[config.mk]
export PLATFORM = sky130hd
export DESIGN_NAME = uart_cmd_decoder
export DESIGN_NICKNAME = d
export VERILOG_FILES = /design/src/rtl/uart_cmd_pkg.sv /design/src/rtl/uart_timeout.sv /design/src/rtl/uart_cmd_decoder.sv
export SDC_FILE = /design/constraint.sdc
export NUM_CORES = 1
export LEC_CHECK = 0
export CORE_MARGIN = 4
export CORE_UTILIZATION = 59
export DETAILED_ROUTE_END_ITERATION = 6
export PLACE_DENSITY = 0.84
export SYNTH_ARGS = -nofsm -noshare
export SYNTH_HDL_FRONTEND = slang
export SYNTH_SLANG_ARGS = --single-unit
[constraint.sdc]
create_clock -name clk -period 5.5 [get_ports clk]
set_clock_uncertainty 0.05 [all_clocks]
set_input_delay 1.375 -clock clk [delete_from_list [all_inputs] [get_ports clk]]
set_output_delay 1.375 -clock clk [all_outputs]
set_load 0.1 [all_outputs]
[src/rtl/uart_cmd_pkg.sv]
// Shared definitions for the UART command path: sync marker, opcodes, error causes
// and decoder states. The response encoder uses the same package.
package uart_cmd_pkg;

    localparam logic [7:0] SYNC_BYTE_DEFAULT = 8'hA5;

    localparam logic [7:0] OPC_READ   = 8'h01;
    localparam logic [7:0] OPC_WRITE  = 8'h02;
    localparam logic [7:0] OPC_ERASE  = 8'h03;
    localparam logic [7:0] OPC_STATUS = 8'h04;

    typedef enum logic [1:0] {
        ERR_NONE     = 2'd0,
        ERR_CHECKSUM = 2'd1,
        ERR_OPCODE   = 2'd2,
        ERR_TIMEOUT  = 2'd3
    } err_code_t;

    typedef enum logic [2:0] {
        ST_HUNT,
        ST_OPC,
        ST_ADDR,
        ST_LEN,
        ST_CHECK,
        ST_HOLD
    } dec_state_t;

    function automatic logic is_known_opcode(input logic [7:0] opc);
        return (opc == OPC_READ) || (opc == OPC_WRITE) ||
               (opc == OPC_ERASE) || (opc == OPC_STATUS);
    endfunction

endpackage

[src/rtl/uart_timeout.sv]
// Inter-byte timeout: counts idle cycles while enabled, saturates at the limit and
// flags expiry for as long as the limit is held.
module uart_timeout #(
    parameter int unsigned TIMEOUT_CYCLES = 1000
) (
    input  logic clk,
    input  logic rst,
    input  logic clear,
    input  logic enable,
    output logic expired
);

    localparam int CNT_W = $clog2(TIMEOUT_CYCLES + 1);
    localparam logic [CNT_W-1:0] LIMIT = CNT_W'(TIMEOUT_CYCLES);

    logic [CNT_W-1:0] count_reg;
    logic [CNT_W-1:0] count_next;

    always_comb begin
        count_next = count_reg;
        if (!enable || clear) begin
            count_next = '0;
        end else if (count_reg != LIMIT) begin
            count_next = count_reg + 1'b1;
        end
    end

    always_ff @(posedge clk) begin
        if (rst) begin
            count_reg <= '0;
        end else begin
            count_reg <= count_next;
        end
    end

    // Expiry wins over a byte arriving in the same cycle; the decoder drops it.
    assign expired = enable && (count_reg == LIMIT);

endmodule

[src/rtl/uart_cmd_decoder.sv]
// Decodes 8-byte SYNC/OPC/A0..A2/L0..L1/CHK frames from a UART byte stream into
// a held command with a valid/ready handshake, reporting rejected frames.
module uart_cmd_decoder
    import uart_cmd_pkg::*;
#(
    parameter int unsigned TIMEOUT_CYCLES = 1000,
    parameter logic [7:0]  SYNC_BYTE      = SYNC_BYTE_DEFAULT
) (
    input  logic        clk,
    input  logic        rst,
    input  logic [7:0]  rxData,
    input  logic        rxValid,
    output logic        cmdValid,
    input  logic        cmdReady,
    output logic [7:0]  cmdOpcode,
    output logic [23:0] cmdAddr,
    output logic [15:0] cmdLength,
    output logic        frameError,
    output logic [1:0]  errCode,
    output logic        overrun
);

    dec_state_t  state_reg, state_next;
    logic [1:0]  byte_idx_reg, byte_idx_next;
    logic [7:0]  xor_reg, xor_next;
    logic [7:0]  opc_reg, opc_next;
    logic [23:0] addr_reg, addr_next;
    logic [15:0] len_reg, len_next;
    logic [7:0]  cmd_opcode_reg, cmd_opcode_next;
    logic [23:0] cmd_addr_reg, cmd_addr_next;
    logic [15:0] cmd_length_reg, cmd_length_next;
    err_code_t   err_code_reg, err_code_next;
    logic        frame_error_reg, frame_error_next;
    logic        overrun_reg, overrun_next;

    logic tmo_enable;
    logic tmo_expired;

    assign tmo_enable = (state_reg == ST_OPC) || (state_reg == ST_ADDR) ||
                        (state_reg == ST_LEN) || (state_reg == ST_CHECK);

    uart_timeout #(
        .TIMEOUT_CYCLES(TIMEOUT_CYCLES)
    ) u_timeout (
        .clk    (clk),
        .rst    (rst),
        .clear  (rxValid),
        .enable (tmo_enable),
        .expired(tmo_expired)
    );

    always_comb begin
        state_next       = state_reg;
        byte_idx_next    = byte_idx_reg;
        xor_next         = xor_reg;
        opc_next         = opc_reg;
        addr_next        = addr_reg;
        len_next         = len_reg;
        cmd_opcode_next  = cmd_opcode_reg;
        cmd_addr_next    = cmd_addr_reg;
        cmd_length_next  = cmd_length_reg;
        err_code_next    = err_code_reg;
        frame_error_next = 1'b0;
        overrun_next     = 1'b0;

        if (tmo_expired) begin
            state_next       = ST_HUNT;
            frame_error_next = 1'b1;
            err_code_next    = ERR_TIMEOUT;
        end else begin
            case (state_reg)
                ST_HUNT: begin
                    if (rxValid && (rxData == SYNC_BYTE)) begin
                        state_next    = ST_OPC;
                        xor_next      = '0;
                        byte_idx_next = '0;
                    end
                end
                ST_OPC: begin
                    if (rxValid) begin
                        opc_next      = rxData;
                        xor_next      = xor_reg ^ rxData;
                        byte_idx_next = '0;
                        state_next    = ST_ADDR;
                    end
                end
                ST_ADDR: begin
                    // Little-endian: shifting in from the top leaves A0 in bits [7:0].
                    if (rxValid) begin
                        addr_next = {rxData, addr_reg[23:8]};
                        xor_next  = xor_reg ^ rxData;
                        if (byte_idx_reg == 2'd2) begin
                            byte_idx_next = '0;
                            state_next    = ST_LEN;
                        end else begin
                            byte_idx_next = byte_idx_reg + 2'd1;
                        end
                    end
                end
                ST_LEN: begin
                    if (rxValid) begin
                        len_next = {rxData, len_reg[15:8]};
                        xor_next = xor_reg ^ rxData;
                        if (byte_idx_reg == 2'd1) begin
                            byte_idx_next = '0;
                            state_next    = ST_CHECK;
                        end else begin
                            byte_idx_next = byte_idx_reg + 2'd1;
                        end
                    end
                end
                ST_CHECK: begin
                    if (rxValid) begin
                        if (rxData != xor_reg) begin
                            state_next       = ST_HUNT;
                            frame_error_next = 1'b1;
                            err_code_next    = ERR_CHECKSUM;
                        end else if (!is_known_opcode(opc_reg)) begin
                            state_next       = ST_HUNT;
                            frame_error_next = 1'b1;
                            err_code_next    = ERR_OPCODE;
                        end else begin
                            state_next      = ST_HOLD;
                            cmd_opcode_next = opc_reg;
                            cmd_addr_next   = addr_reg;
                            cmd_length_next = len_reg;
                        end
                    end
                end
                ST_HOLD: begin
                    // A byte landing on the handshake cycle is hunted, not dropped.
                    if (cmdReady) begin
                        state_next = ST_HUNT;
                        if (rxValid && (rxData == SYNC_BYTE)) begin
                            state_next    = ST_OPC;
                            xor_next      = '0;
                            byte_idx_next = '0;
                        end
                    end else if (rxValid) begin
                        overrun_next = 1'b1;
                    end
                end
                default: begin
                    state_next = ST_HUNT;
                end
            endcase
        end
    end

    always_ff @(posedge clk) begin
        if (rst) begin
            state_reg       <= ST_HUNT;
            byte_idx_reg    <= '0;
            xor_reg         <= '0;
            opc_reg         <= '0;
            addr_reg        <= '0;
            len_reg         <= '0;
            cmd_opcode_reg  <= '0;
            cmd_addr_reg    <= '0;
            cmd_length_reg  <= '0;
            err_code_reg    <= ERR_NONE;
            frame_error_reg <= 1'b0;
            overrun_reg     <= 1'b0;
        end else begin
            state_reg       <= state_next;
            byte_idx_reg    <= byte_idx_next;
            xor_reg         <= xor_next;
            opc_reg         <= opc_next;
            addr_reg        <= addr_next;
            len_reg         <= len_next;
            cmd_opcode_reg  <= cmd_opcode_next;
            cmd_addr_reg    <= cmd_addr_next;
            cmd_length_reg  <= cmd_length_next;
            err_code_reg    <= err_code_next;
            frame_error_reg <= frame_error_next;
            overrun_reg     <= overrun_next;
        end
    end

    assign cmdValid   = (state_reg == ST_HOLD);
    assign cmdOpcode  = cmd_opcode_reg;
    assign cmdAddr    = cmd_addr_reg;
    assign cmdLength  = cmd_length_reg;
    assign frameError = frame_error_reg;
    assign errCode    = err_code_reg;
    assign overrun    = overrun_reg;

endmodule
==> reports/qor.csv, run 1 <==
stage,metric,value,unit
clocking,number of buffers on the longest clock path,2,
cells_and_area,Final Cell Area,6300,µm²
grt,vias in the first global route,4127,
floorplan,starting density of the core,0.613,
critical_path,data required time of the worst path,4.07,ns
logic_synthesis,number of storage elements in the synthesis netlist,123,
floorplan,total core area,8340,µm²
logic_synthesis,Yosys top cell area share,0.481,
critical_path,maximum fanout along the worst path,13,
sta,setup violators final,0,
critical_path,startpoint kind of the worst setup timing path,register,
sta,setup repair after global routing missed its margin,no,
run_status,result of the run,"complete, no violations",
cells_and_area,final layout net count,656,
drt,number of detailed-route iterations in the first pass,6,
logic_synthesis,"top cells by count, synth","sky130_fd_sc_hd__nand2_1 (175), sky130_fd_sc_hd__dfxtp_1 (123), sky130_fd_sc_hd__a21oi_1 (54), sky130_fd_sc_hd__mux2i_1 (51), sky130_fd_sc_hd__nor2_1 (27)",
sta,final critical path time including I/O delays and setup,4.21,ns
placement,placed wire-length estimate after detailed placement,7530,µm
drt,vias,4328,
sta,Final Hold Vio Count,0,
grt,Overflow after GRT,0,
clocking,clock root cell,sky130_fd_sc_hd__clkbuf_8,
logic_synthesis,net count after synthesis,607,
placement,weighted congestion reported at the end of routability-driven placement,0.836,
cells_and_area,share of the core filled with cells in the final layout,0.755,
sta,maximum frequency from static timing analysis,238,MHz
drt,drt wl/cell,15.7,µm
sta,number of slew-limit violations in the final report,0,
hold_path,worst min-delay path category,register to register,
logic_synthesis,post-synthesis async set-or-reset flop share,0,
placement,total placed instance area,5740,µm²
logic_synthesis,post-synthesis cell count,593,
pwr,Final Power,1.98,mW
grt,wire length of the first global-routing pass,19800,µm
clocking,# hold bufs at CTS,0,
drt,initial detailed-routing violation count,215,
critical_path,endpoint arrival time on the critical path,2.78,ns
grt,pin count of the biggest net entering global routing,68,
drt,post-detailed-route DRC marker count,0,
cells_and_area,layout-stage area growth over the synthesis result,23.1,%
pwr,pwr/cell area,314,nW/µm²
floorplan,Die Y-Extent,101,µm
clocking,clock latency on the worst-skew pair,0.51,ns
cells_and_area,antenna cells,0,
logic_synthesis,flip-flop cell with the highest count after synthesis,sky130_fd_sc_hd__dfxtp_1,
clocking,post-CTS repair timing setup buffer count,0,
sta,Hold Slack,0.407,ns
floorplan,Top Ports,65,
logic_synthesis,Mapped Avg Cell Area,8.63,µm²
placement,# port buffers,64,
pwr,standby leakage power,2.21,nW
logic_synthesis,mapped cell area,5120,µm²
sta,fraction of the cycle the final worst path needs,0.765,
pwr,highest ir drop seen on vdd,231,µV
clocking,total clock buffers created by CTS,17,
clocking,clock-pin slew reported for the worst setup and hold paths after clock tree synthesis,0.06,ns
cells_and_area,proportion of layout cells with a drive suffix above 1,0.0748,
cells_and_area,final-layout fill cell count,561,
sta,Max-slew headroom,0.311,
clocking,clock sink total,123,
floorplan,chip width,101,µm
sta,Slew @ Worst Pin,1.03,ns
drt,number of nets still failing antenna checks after routing,0,
logic_synthesis,number of synthesized flops with an enable pin,0,
critical_path,endpoint kind of the worst setup timing path,primary output,
logic_synthesis,Syn. warnings,0,
clocking,deepest level of the CTS H-tree,4,
floorplan,number of rows in the core area,33,
grt,total global-route track usage,0.243,
drt,aggregate routed wire length,11900,µm
logic_synthesis,post-synthesis cell type count,51,
sta,setup_tns,0,ns
logic_synthesis,share of the yosys chip area belonging to registers,0.481,
drt,Vias per Instance,5.69,
logic_synthesis,library cell occupying the most area in the post-synthesis netlist,sky130_fd_sc_hd__dfxtp_1,
logic_synthesis,cell types with the largest area share after synthesis,"sky130_fd_sc_hd__dfxtp_1 (48%), sky130_fd_sc_hd__nand2_1 (13%), sky130_fd_sc_hd__mux2i_1 (10%), sky130_fd_sc_hd__a21oi_1 (5.3%), sky130_fd_sc_hd__nor3b_1 (2.2%)",
floorplan,die footprint,10200,µm²
grt,antenna violations before repair,0,
run,max-cap viol count,0,
clocking,total of cells resized after clock tree synthesis,0,
clocking,clock tree from TritonCTS,done,
logic_synthesis,cell with the most instances after synthesis,sky130_fd_sc_hd__nand2_1,
critical_path,critical path class,register to primary output,
[cells in the final DEF (no fill, tap or decap), types with 4 or more instances in the layout]
cell type / instances
sky130_fd_sc_hd__nand2_1: 175
sky130_fd_sc_hd__a21o_1: 5
sky130_fd_sc_hd__nor2_1: 26
sky130_fd_sc_hd__and3_1: 5
sky130_fd_sc_hd__mux2i_1: 51
sky130_fd_sc_hd__nand3_1: 11
sky130_fd_sc_hd__clkbuf_16: 16
sky130_fd_sc_hd__clkdlybuf4s50_1: 63
sky130_fd_sc_hd__dfxtp_1: 123
sky130_fd_sc_hd__inv_6: 4
sky130_fd_sc_hd__nor3b_1: 15
sky130_fd_sc_hd__xnor2_1: 4
sky130_fd_sc_hd__a211o_1: 5
sky130_fd_sc_hd__nor3_1: 6
sky130_fd_sc_hd__inv_1: 10
sky130_fd_sc_hd__a21oi_1: 54
sky130_fd_sc_hd__xor2_1: 10
sky130_fd_sc_hd__nand2b_1: 8
[path summary, 6_finish.rpt]
kind / start / endpoint / slack [ns] / depth (start not counted)
worst max register to register: state_reg[2] / cmdAddr[23] / 2.83 / 6
worst min-delay path: len_reg[2] / len_reg[2] / 0.41 / 2
worst max-delay path: state_reg[2] / cmdValid / 1.29 / 3
worst min register to register: len_reg[2] / len_reg[2] / 0.41 / 2
[power breakdown]
part | switching, mW | internal, mW | total (mW) | leakage, nW
logic | 0.0357 | 0.0149 | 0.0506 | 0.950
clock network | 0.430 | 0.606 | 1.04 | 0.267
registers | 0.00155 | 0.892 | 0.894 | 0.990
total | 0.468 | 1.51 | 1.98 | 2.21
[metal layers]
layer / global-route usage / vias up / part of all wire
li1: - / 2099 / -
met1: 0.302 / 2059 / 0.42
met2: 0.419 / 147 / 0.51
met3: 0.0540 / 23 / 0.057
met4: 0.0777 / 0 / 0.016
met5: 0 / - / 0
[per-stage QoR]
step | setup WS (ns) | std cells
final | 1.29 | 760
after global routing | 1.16 | 760
after CTS | 1.31 | 760
after detailed placement | 1.61 | 728
after global placement | 1.74 | 728
after floorplan | 1.09 | 593
[kinds of logic (layout without fill, tap and decap cells)]
group / count (synthesis) / count (layout) / synth area share
AO/OA/AOI/OAI: 84 / 84 / 0.103
AND/OR/NAND/NOR: 271 / 271 / 0.246
flip-flops: 123 / 123 / 0.481
multiplexers: 51 / 51 / 0.0998
XOR/XNOR: 14 / 14 / 0.0240
buffers and inverters: 48 / 110 / 0.0411
adder cells (fa/ha/maj): 2 / 2 / 0.00489
[worst max-delay path, stage by stage, from the launching register on]
cell	delay, ns
sky130_fd_sc_hd__dfxtp_1	0.59
sky130_fd_sc_hd__inv_1	0.28
sky130_fd_sc_hd__nor3b_1	0.23
sky130_fd_sc_hd__clkdlybuf4s50_1	1.16
[final cells by class]
class | count | area [µm²] | share of cell area
Timing Repair Buffer | 67 | 658 | 0.104
Multi-Input combinational cell | 422 | 2450 | 0.389
Sequential cell | 123 | 2460 | 0.391
Clock inverter | 15 | 140 | 0.0222
Tap cell | 105 | 131 | 0.0209
Inverter | 11 | 41.3 | 0.00656
Clock buffer | 17 | 414 | 0.0658
Note: power is estimated with default switching activity, not from simulation.
==> inputs of run 2 (changes only) <==
--- a/config.mk
+++ b/config.mk
@@ -6,9 +6,9 @@
 export NUM_CORES = 1
 export LEC_CHECK = 0
 export CORE_MARGIN = 4
-export CORE_UTILIZATION = 59
+export CORE_UTILIZATION = 55
 export DETAILED_ROUTE_END_ITERATION = 6
-export PLACE_DENSITY = 0.84
+export PLACE_DENSITY = 0.79
 export SYNTH_ARGS = -nofsm -noshare
 export SYNTH_HDL_FRONTEND = slang
 export SYNTH_SLANG_ARGS = --single-unit
==> constraint.sdc (replaced) <==
create_clock -name clk -period 4.2 [get_ports clk]
set_clock_uncertainty 0.05 [all_clocks]
set_input_delay 1.05 -clock clk [delete_from_list [all_inputs] [get_ports clk]]
set_output_delay 1.05 -clock clk [all_outputs]
set_load 0.1 [all_outputs]
==> run 2 against run 1 <==
Register-to-register slack worse by 0.99 ns. Utilization is 3.9 points lower. Die area is 6.7% higher. Global-route usage is 1.5 points lower. Cell count is 0.53% higher. Critical path depth is 2 lower. Combinational power is 30% higher. Sequential share of layout area is 0.40 points lower. Critical endpoint is now cmdLength[7]. Largest power group unchanged. Highest routed layer unchanged.
==> reports/qor.csv, run 2 (synthesis gave the netlist of run 1 again) <==
stage,metric,value,unit,change
pwr,standby leakage power,2.23,nW,was 2.21 nW
placement,pre-CTS setup slack,0.917,ns,was 1.61 ns
drt,drt wl/cell,15.6,µm,was 15.7 µm
drt,met2 routed WL,6120,µm,was 6050 µm
clocking,total of cells resized after clock tree synthesis,0,,unchanged
drt,M1 wire length,4970,µm,was 4990 µm
grt,pin count of the biggest net entering global routing,63,,was 68
grt,wire length of the first global-routing pass,20300,µm,"was 19,800 µm"
grt,vias in the first global route,4233,,"was 4,127"
clocking,deepest level of the CTS H-tree,4,,unchanged
sta,setup violators final,0,,unchanged
sta,Max-slew headroom,0.334,,was 0.311
clocking,clock-pin slew reported for the worst setup and hold paths after clock tree synthesis,0.06,ns,about the same
floorplan,starting density of the core,0.575,,was 0.613
clocking,number of buffers on the longest clock path,2,,unchanged
placement,# port buffers,64,,unchanged
hold_path,worst min-delay path category,register to register,,unchanged
floorplan,Die Y-Extent,104,µm,was 101 µm
clocking,post-CTS repair timing setup buffer count,0,,unchanged
sta,maximum frequency from static timing analysis,318,MHz,
clocking,clock tree from TritonCTS,done,,unchanged
critical_path,ordered cell list for the critical path,clkdlybuf4s50_1,,was inv_1 > nor3b_1 > clkdlybuf4s50_1
critical_path,WP depth,1,,was 3
sta,final critical path time including I/O delays and setup,3.15,ns,
run_status,result of the run,"complete, no violations",,unchanged
sta,final critical-path setup slack,1.05,ns,was 1.29 ns
cells_and_area,most common library cell in the layout ignoring fill and taps,sky130_fd_sc_hd__nand2_1,,unchanged
drt,number of nets still failing antenna checks after routing,0,,unchanged
drt,initial detailed-routing violation count,277,,was 215
floorplan,die footprint,10900,µm²,"was 10,200 µm²"
cells_and_area,highest-count cells in the layout ignoring fill and taps,"sky130_fd_sc_hd__nand2_1 (175), sky130_fd_sc_hd__dfxtp_1 (123), sky130_fd_sc_hd__clkdlybuf4s50_1 (62), sky130_fd_sc_hd__a21oi_1 (54), sky130_fd_sc_hd__mux2i_1 (51)",,"was sky130_fd_sc_hd__nand2_1 (175), sky130_fd_sc_hd__dfxtp_1 (123), sky130_fd_sc_hd__clkdlybuf4s50_1 (63), sky130_fd_sc_hd__a21oi_1 (54), sky130_fd_sc_hd__mux2i_1 (51)"
clocking,clock root cell,sky130_fd_sc_hd__clkbuf_8,,unchanged
critical_path,worst setup path endpoint,cmdLength[7],,was cmdValid
critical_path,delay of the slowest critical-path stage,1.16,ns,about the same
critical_path,worst-case register-to-register setup slack,1.84,ns,was 2.83 ns
grt,total global-route track usage,0.228,,was 0.243
critical_path,CP max stage cell,sky130_fd_sc_hd__clkdlybuf4s50_1,,unchanged
critical_path,endpoint kind of the worst setup timing path,primary output,,unchanged
run,max-cap viol count,0,,unchanged
sta,number of slew-limit violations in the final report,0,,unchanged
critical_path,critical path class,register to primary output,,unchanged
placement,placed wire-length estimate after detailed placement,7520,µm,was 7530 µm
cells_and_area,proportion of layout cells with a drive suffix above 1,0.0762,,was 0.0748
cells_and_area,area occupied by registers,2460,µm²,unchanged
grt,antenna violations before repair,0,,unchanged
critical_path,FF-to-FF Start,state_reg[1],,was state_reg[2]
clocking,total clock buffers created by CTS,17,,unchanged
drt,Vias per Instance,5.63,,was 5.69
sta,setup_tns,0,ns,unchanged
drt,Met3 Routed Length,571,µm,was 682 µm
cells_and_area,final-layout fill cell count,635,,was 561
cells_and_area,area of combinational cells with multiple inputs,2450,µm²,unchanged
cells_and_area,final layout net count,657,,was 656
drt,highest metal used,met4,,unchanged
critical_path,WP buf/inv,1,,was 2
floorplan,total core area,8890,µm²,was 8340 µm²
floorplan,chip width,104,µm,was 101 µm
critical_path,data required time of the worst path,3.10,ns,was 4.07 ns
critical_path,maximum fanout along the worst path,2,,was 13
sta,Slew @ Worst Pin,0.996,ns,was 1.03 ns
drt,post-detailed-route DRC marker count,0,,unchanged
critical_path,crit path from,cmdLength[7],,was state_reg[2]
clocking,clock sink total,123,,unchanged
clocking,# hold bufs at CTS,0,,unchanged
critical_path,endpoint arrival time on the critical path,2.05,ns,was 2.78 ns
critical_path,kind of cell adding the most delay to the critical path,buffers and inverters,,unchanged
clocking,clock latency on the worst-skew pair,0.51,ns,about the same
critical_path,worst reg2reg path depth,5,,was 6
pwr,highest ir drop seen on vdd,299,µV,was 231 µV
critical_path,startpoint kind of the worst setup timing path,register,,unchanged
cells_and_area,layout-stage area growth over the synthesis result,24.4,%,was 23.1%
critical_path,worst reg2reg endpoint,addr_reg[8],,was cmdAddr[23]
hold_path,source of the worst hold timing path,addr_reg[3],,was len_reg[2]
sta,Final Hold Vio Count,0,,unchanged
placement,weighted congestion reported at the end of routability-driven placement,0.848,,was 0.836
floorplan,Top Ports,65,,unchanged
grt,Overflow after GRT,0,,unchanged
drt,aggregate routed wire length,12000,µm,"was 11,900 µm"
floorplan,number of rows in the core area,34,,was 33
drt,number of detailed-route iterations in the first pass,5,,was 6
pwr,pwr/cell area,424,nW/µm²,was 314 nW/µm²
drt,vias,4305,,"was 4,328"
cells_and_area,antenna cells,0,,unchanged
sta,setup repair after global routing missed its margin,no,,unchanged
sta,fraction of the cycle the final worst path needs,0.749,,
run 2: cell count changes in the layout (fill, tap and decap cells not counted), sizes merged:
cell,delta
inv,-3
clkdlybuf4s50,-1
bufinv,+2
buf,+2
clkinv,-1
clkbuf,+2
run 2: worst reg2reg max path, stage by stage (launching register included):
cell and delay [ns]:
sky130_fd_sc_hd__dfxtp_1 0.62, sky130_fd_sc_hd__nand2b_1 0.22, sky130_fd_sc_hd__nor2_1 0.21, sky130_fd_sc_hd__nand3_1 0.69, sky130_fd_sc_hd__nand2_1 0.31, sky130_fd_sc_hd__a21oi_1 0.11
run 2: worst min path at each step:
| stage | endpoint | slack (ns) | cells after the start |
|---|---|---|---|
| 3_5_place_dp | cmdAddr[16] | 0.39 | 2 |
| 2_1_floorplan | addr_reg[0] | 0.39 | 2 |
| 3_3_place_gp | cmdAddr[13] | 0.39 | 2 |
| 5_1_grt | cmdLength[11] | 0.43 | 2 |
| 6_report | addr_reg[3] | 0.41 | 2 |
| 4_1_cts | addr_reg[2] | 0.41 | 2 |
run 2: final cells by class:
type | count | share of cell area
clock buffer | 19 | 0.0678
clock inverter | 13 | 0.0262
inverter | 11 | 0.00649
multi-input combinational | 422 | 0.385
sequential | 123 | 0.387
tap | 108 | 0.0212
timing repair buffer | 68 | 0.106
run 2: per-layer routing:
| layer | GRT usage | vias to the layer above |
|---|---|---|
| met1 | 0.269 | 2054 |
| met5 | 0 | - |
| li1 | - | 2094 |
| met2 | 0.393 | 132 |
| met3 | 0.0435 | 25 |
| met4 | 0.113 | 0 |
run 2: through the flow:
stage	instance area, µm²	hold slack [ns]	power (mW)	utilization	std cells
final	6360	0.406	2.70	0.716	764
after global placement	5770	0.392	1.26	0.648	732
after global routing	6360	0.426	2.77	0.716	764
after detailed placement	5770	0.395	1.26	0.648	732
after CTS	6360	0.409	2.71	0.716	764
after floorplan	5120	0.387	1.24	-	593
run 2: where the power goes:
group	switching, mW	total [mW]	internal (mW)
Combinational	0.0461	0.0657	0.0196
Sequential	0.00202	1.17	1.17
Clock	0.539	1.46	0.923
==> inputs of run 3 (changes only) <==
--- a/config.mk
+++ b/config.mk
@@ -6,9 +6,9 @@
 export NUM_CORES = 1
 export LEC_CHECK = 0
 export CORE_MARGIN = 4
-export CORE_UTILIZATION = 55
+export CORE_UTILIZATION = 50
 export DETAILED_ROUTE_END_ITERATION = 6
-export PLACE_DENSITY = 0.79
+export PLACE_DENSITY = 0.76
 export SYNTH_ARGS = -nofsm -noshare
 export SYNTH_HDL_FRONTEND = slang
 export SYNTH_SLANG_ARGS = --single-unit
==> constraint.sdc (replaced) <==
create_clock -name clk -period 2.7 [get_ports clk]
set_clock_uncertainty 0.05 [all_clocks]
set_input_delay 0.675 -clock clk [delete_from_list [all_inputs] [get_ports clk]]
set_output_delay 0.675 -clock clk [all_outputs]
set_load 0.1 [all_outputs]
==> run 3 against run 2 <==
Hold slack lost 0.0015 ns. Routed wire length shrank 3.6%. Global-route usage shrank 2.3 points. Die area grew 9.2%. Largest cell class unchanged.
==> reports/qor.csv, run 3 (synthesis gave the netlist of run 1 again) <==
stage,metric,value,unit,change
run_status,result of the run,"complete, no violations",,unchanged
critical_path,worst reg2reg path depth,6,,was 5
sta,setup repair after global routing missed its margin,no,,unchanged
run,max-cap viol count,0,,unchanged
critical_path,startpoint kind of the worst setup timing path,register,,unchanged
placement,# port buffers,64,,unchanged
cells_and_area,proportion of layout cells with a drive suffix above 1,0.176,,was 0.0762
placement,placed wire-length estimate after detailed placement,7900,µm,was 7520 µm
cells_and_area,antenna cells,0,,unchanged
placement,total placed instance area,5840,µm²,was 5770 µm²
clocking,post-CTS repair timing setup buffer count,0,,unchanged
critical_path,CP max stage cell,sky130_fd_sc_hd__dfxtp_1,,was sky130_fd_sc_hd__clkdlybuf4s50_1
grt,antenna violations before repair,0,,unchanged
clocking,clock-pin slew reported for the worst setup and hold paths after clock tree synthesis,0.05,ns,was 0.06 ns
critical_path,crit path from,state_reg[0],,was cmdLength[7]
clocking,clock tree from TritonCTS,done,,unchanged
hold_path,source of the worst hold timing path,len_reg[6],,was addr_reg[3]
drt,number of nets still failing antenna checks after routing,0,,unchanged
placement,pre-CTS setup slack,-0.0533,ns,was 0.917 ns
drt,initial detailed-routing violation count,257,,was 277
clocking,deepest level of the CTS H-tree,4,,unchanged
pwr,standby leakage power,2.43,nW,was 2.23 nW
grt,total global-route track usage,0.204,,was 0.228
critical_path,maximum fanout along the worst path,18,,was 2
sta,setup_tns,0,ns,unchanged
floorplan,chip width,109,µm,was 104 µm
sta,Max-slew headroom,0.555,,was 0.334
drt,aggregate routed wire length,11500,µm,"was 12,000 µm"
drt,Vias per Instance,5.31,,was 5.63
critical_path,data required time of the worst path,1.98,ns,was 3.10 ns
critical_path,ordered cell list for the critical path,nor3b_4 > buf_12,,was clkdlybuf4s50_1
sta,final critical-path setup slack,0.170,ns,was 1.05 ns
critical_path,endpoint arrival time on the critical path,1.81,ns,was 2.05 ns
pwr,highest ir drop seen on vdd,358,µV,was 299 µV
cells_and_area,most common library cell in the layout ignoring fill and taps,sky130_fd_sc_hd__nand2_1,,unchanged
floorplan,Top Ports,65,,unchanged
sta,fraction of the cycle the final worst path needs,0.937,,
critical_path,critical path class,register to primary output,,unchanged
floorplan,die footprint,11900,µm²,"was 10,900 µm²"
cells_and_area,Final Cell Area,6390,µm²,was 6360 µm²
drt,number of detailed-route iterations in the first pass,5,,unchanged
drt,drt wl/cell,14.3,µm,was 15.6 µm
hold_path,number of stages on the worst hold path,2,,unchanged
drt,vias,4272,,"was 4,305"
cells_and_area,final layout net count,673,,was 657
clocking,clock latency on the worst-skew pair,0.51,ns,about the same
cells_and_area,final-layout fill cell count,809,,was 635
critical_path,delay of the slowest critical-path stage,0.74,ns,was 1.16 ns
grt,pin count of the biggest net entering global routing,86,,was 63
grt,wire length of the first global-routing pass,19100,µm,"was 20,300 µm"
grt,Overflow after GRT,0,,unchanged
cells_and_area,area occupied by registers,2460,µm²,about the same
sta,Slew @ Worst Pin,0.666,ns,was 0.996 ns
clocking,clock sink total,123,,unchanged
pwr,pwr/cell area,629,nW/µm²,was 424 nW/µm²
sta,final critical path time including I/O delays and setup,2.53,ns,
clocking,number of buffers on the longest clock path,2,,unchanged
floorplan,number of rows in the core area,36,,was 34
critical_path,kind of cell adding the most delay to the critical path,flip-flops,,was buffers and inverters
floorplan,Die Y-Extent,109,µm,was 104 µm
cells_and_area,area of combinational cells with multiple inputs,2460,µm²,was 2450 µm²
floorplan,total core area,9860,µm²,was 8890 µm²
critical_path,endpoint kind of the worst setup timing path,primary output,,unchanged
clocking,total clock buffers created by CTS,17,,unchanged
cells_and_area,layout-stage area growth over the synthesis result,24.9,%,was 24.4%
critical_path,FF-to-FF Start,state_reg[0],,was state_reg[1]
sta,Final Hold Vio Count,0,,unchanged
cells_and_area,highest-count cells in the layout ignoring fill and taps,"sky130_fd_sc_hd__nand2_1 (175), sky130_fd_sc_hd__dfxtp_1 (122), sky130_fd_sc_hd__buf_4 (69), sky130_fd_sc_hd__a21oi_1 (54), sky130_fd_sc_hd__mux2i_1 (51)",,"was sky130_fd_sc_hd__nand2_1 (175), sky130_fd_sc_hd__dfxtp_1 (123), sky130_fd_sc_hd__clkdlybuf4s50_1 (62), sky130_fd_sc_hd__a21oi_1 (54), sky130_fd_sc_hd__mux2i_1 (51)"
floorplan,starting density of the core,0.519,,was 0.575
hold_path,worst min-delay path category,register to register,,unchanged
sta,setup violators final,0,,unchanged
clocking,clock root cell,sky130_fd_sc_hd__clkbuf_8,,unchanged
critical_path,WP buf/inv,1,,unchanged
critical_path,WP depth,2,,was 1
sta,number of slew-limit violations in the final report,0,,unchanged
sta,maximum frequency from static timing analysis,395,MHz,
cells_and_area,share of the core filled with cells in the final layout,0.648,,was 0.716
grt,vias in the first global route,4079,,"was 4,233"
drt,post-detailed-route DRC marker count,0,,unchanged
placement,weighted congestion reported at the end of routability-driven placement,0.814,,was 0.848
==> run 3: cell count changes in the layout (fill, tap and decap cells not counted), sizes merged <==
cell	change
clkdlybuf4s50	-52
clkinvlp	-3
bufinv	-2
inv	-2
clkbuf	+5
buf	+68
clkinv	+1
==> run 3: path summary, 6_finish.rpt <==
path | to | slack (ns)
hold / removal | len_reg[6] | 0.40
hold reg to reg | len_reg[6] | 0.40
setup / recovery | cmdValid | 0.17
setup reg to reg | xor_reg[1] | 0.47
==> run 3: timing repair <==
item,4_1_cts,5_1_grt
hold buffers,0,0
gates resized for setup,0,1
setup endpoints to repair,0,1
==> run 3: worst min-delay path, delay by kind of cell (launching register included) <==
family	cells	cell delay [ns]
AO/OA/AOI/OAI	1	0.05
flip-flops	1	0.31
AND/OR/NAND/NOR	1	0.05
==> run 3: per-stage QoR <==
| step | instances | hold WS, ns | power (mW) |
|---|---|---|---|
| floorplan | 593 | 0.387 | 1.92 |
| global placement | 773 | 0.394 | 1.97 |
| detailed placement | 773 | 0.398 | 1.98 |
| CTS | 804 | 0.408 | 4.06 |
| global route | 804 | 0.430 | 4.16 |
| finish | 804 | 0.404 | 4.02 |
==> run 3: layout make-up <==
cell class                 instances  share of cell area
tap                              133              0.0260
sequential                       123               0.385
timing repair buffer              84               0.110
multi-input combinational        422               0.385
clock inverter                     7             0.00998
inverter                          11             0.00646
clock buffer                      24              0.0767
==> run 3: routing by layer <==
layer,global-route usage,vias up,wire length (µm)
li1,-,2132,-
met1,0.256,1999,5150
met2,0.332,114,5490
met3,0.0634,27,630
met4,0.0730,0,244
met5,0,-,0
==> run 3: power breakdown <==
part | total (mW) | switching [mW] | internal [mW]
registers | 1.82 | 0.00332 | 1.82
logic | 0.117 | 0.0744 | 0.0422
clock network | 2.08 | 0.755 | 1.33
total | 4.02 | 0.833 | 3.19
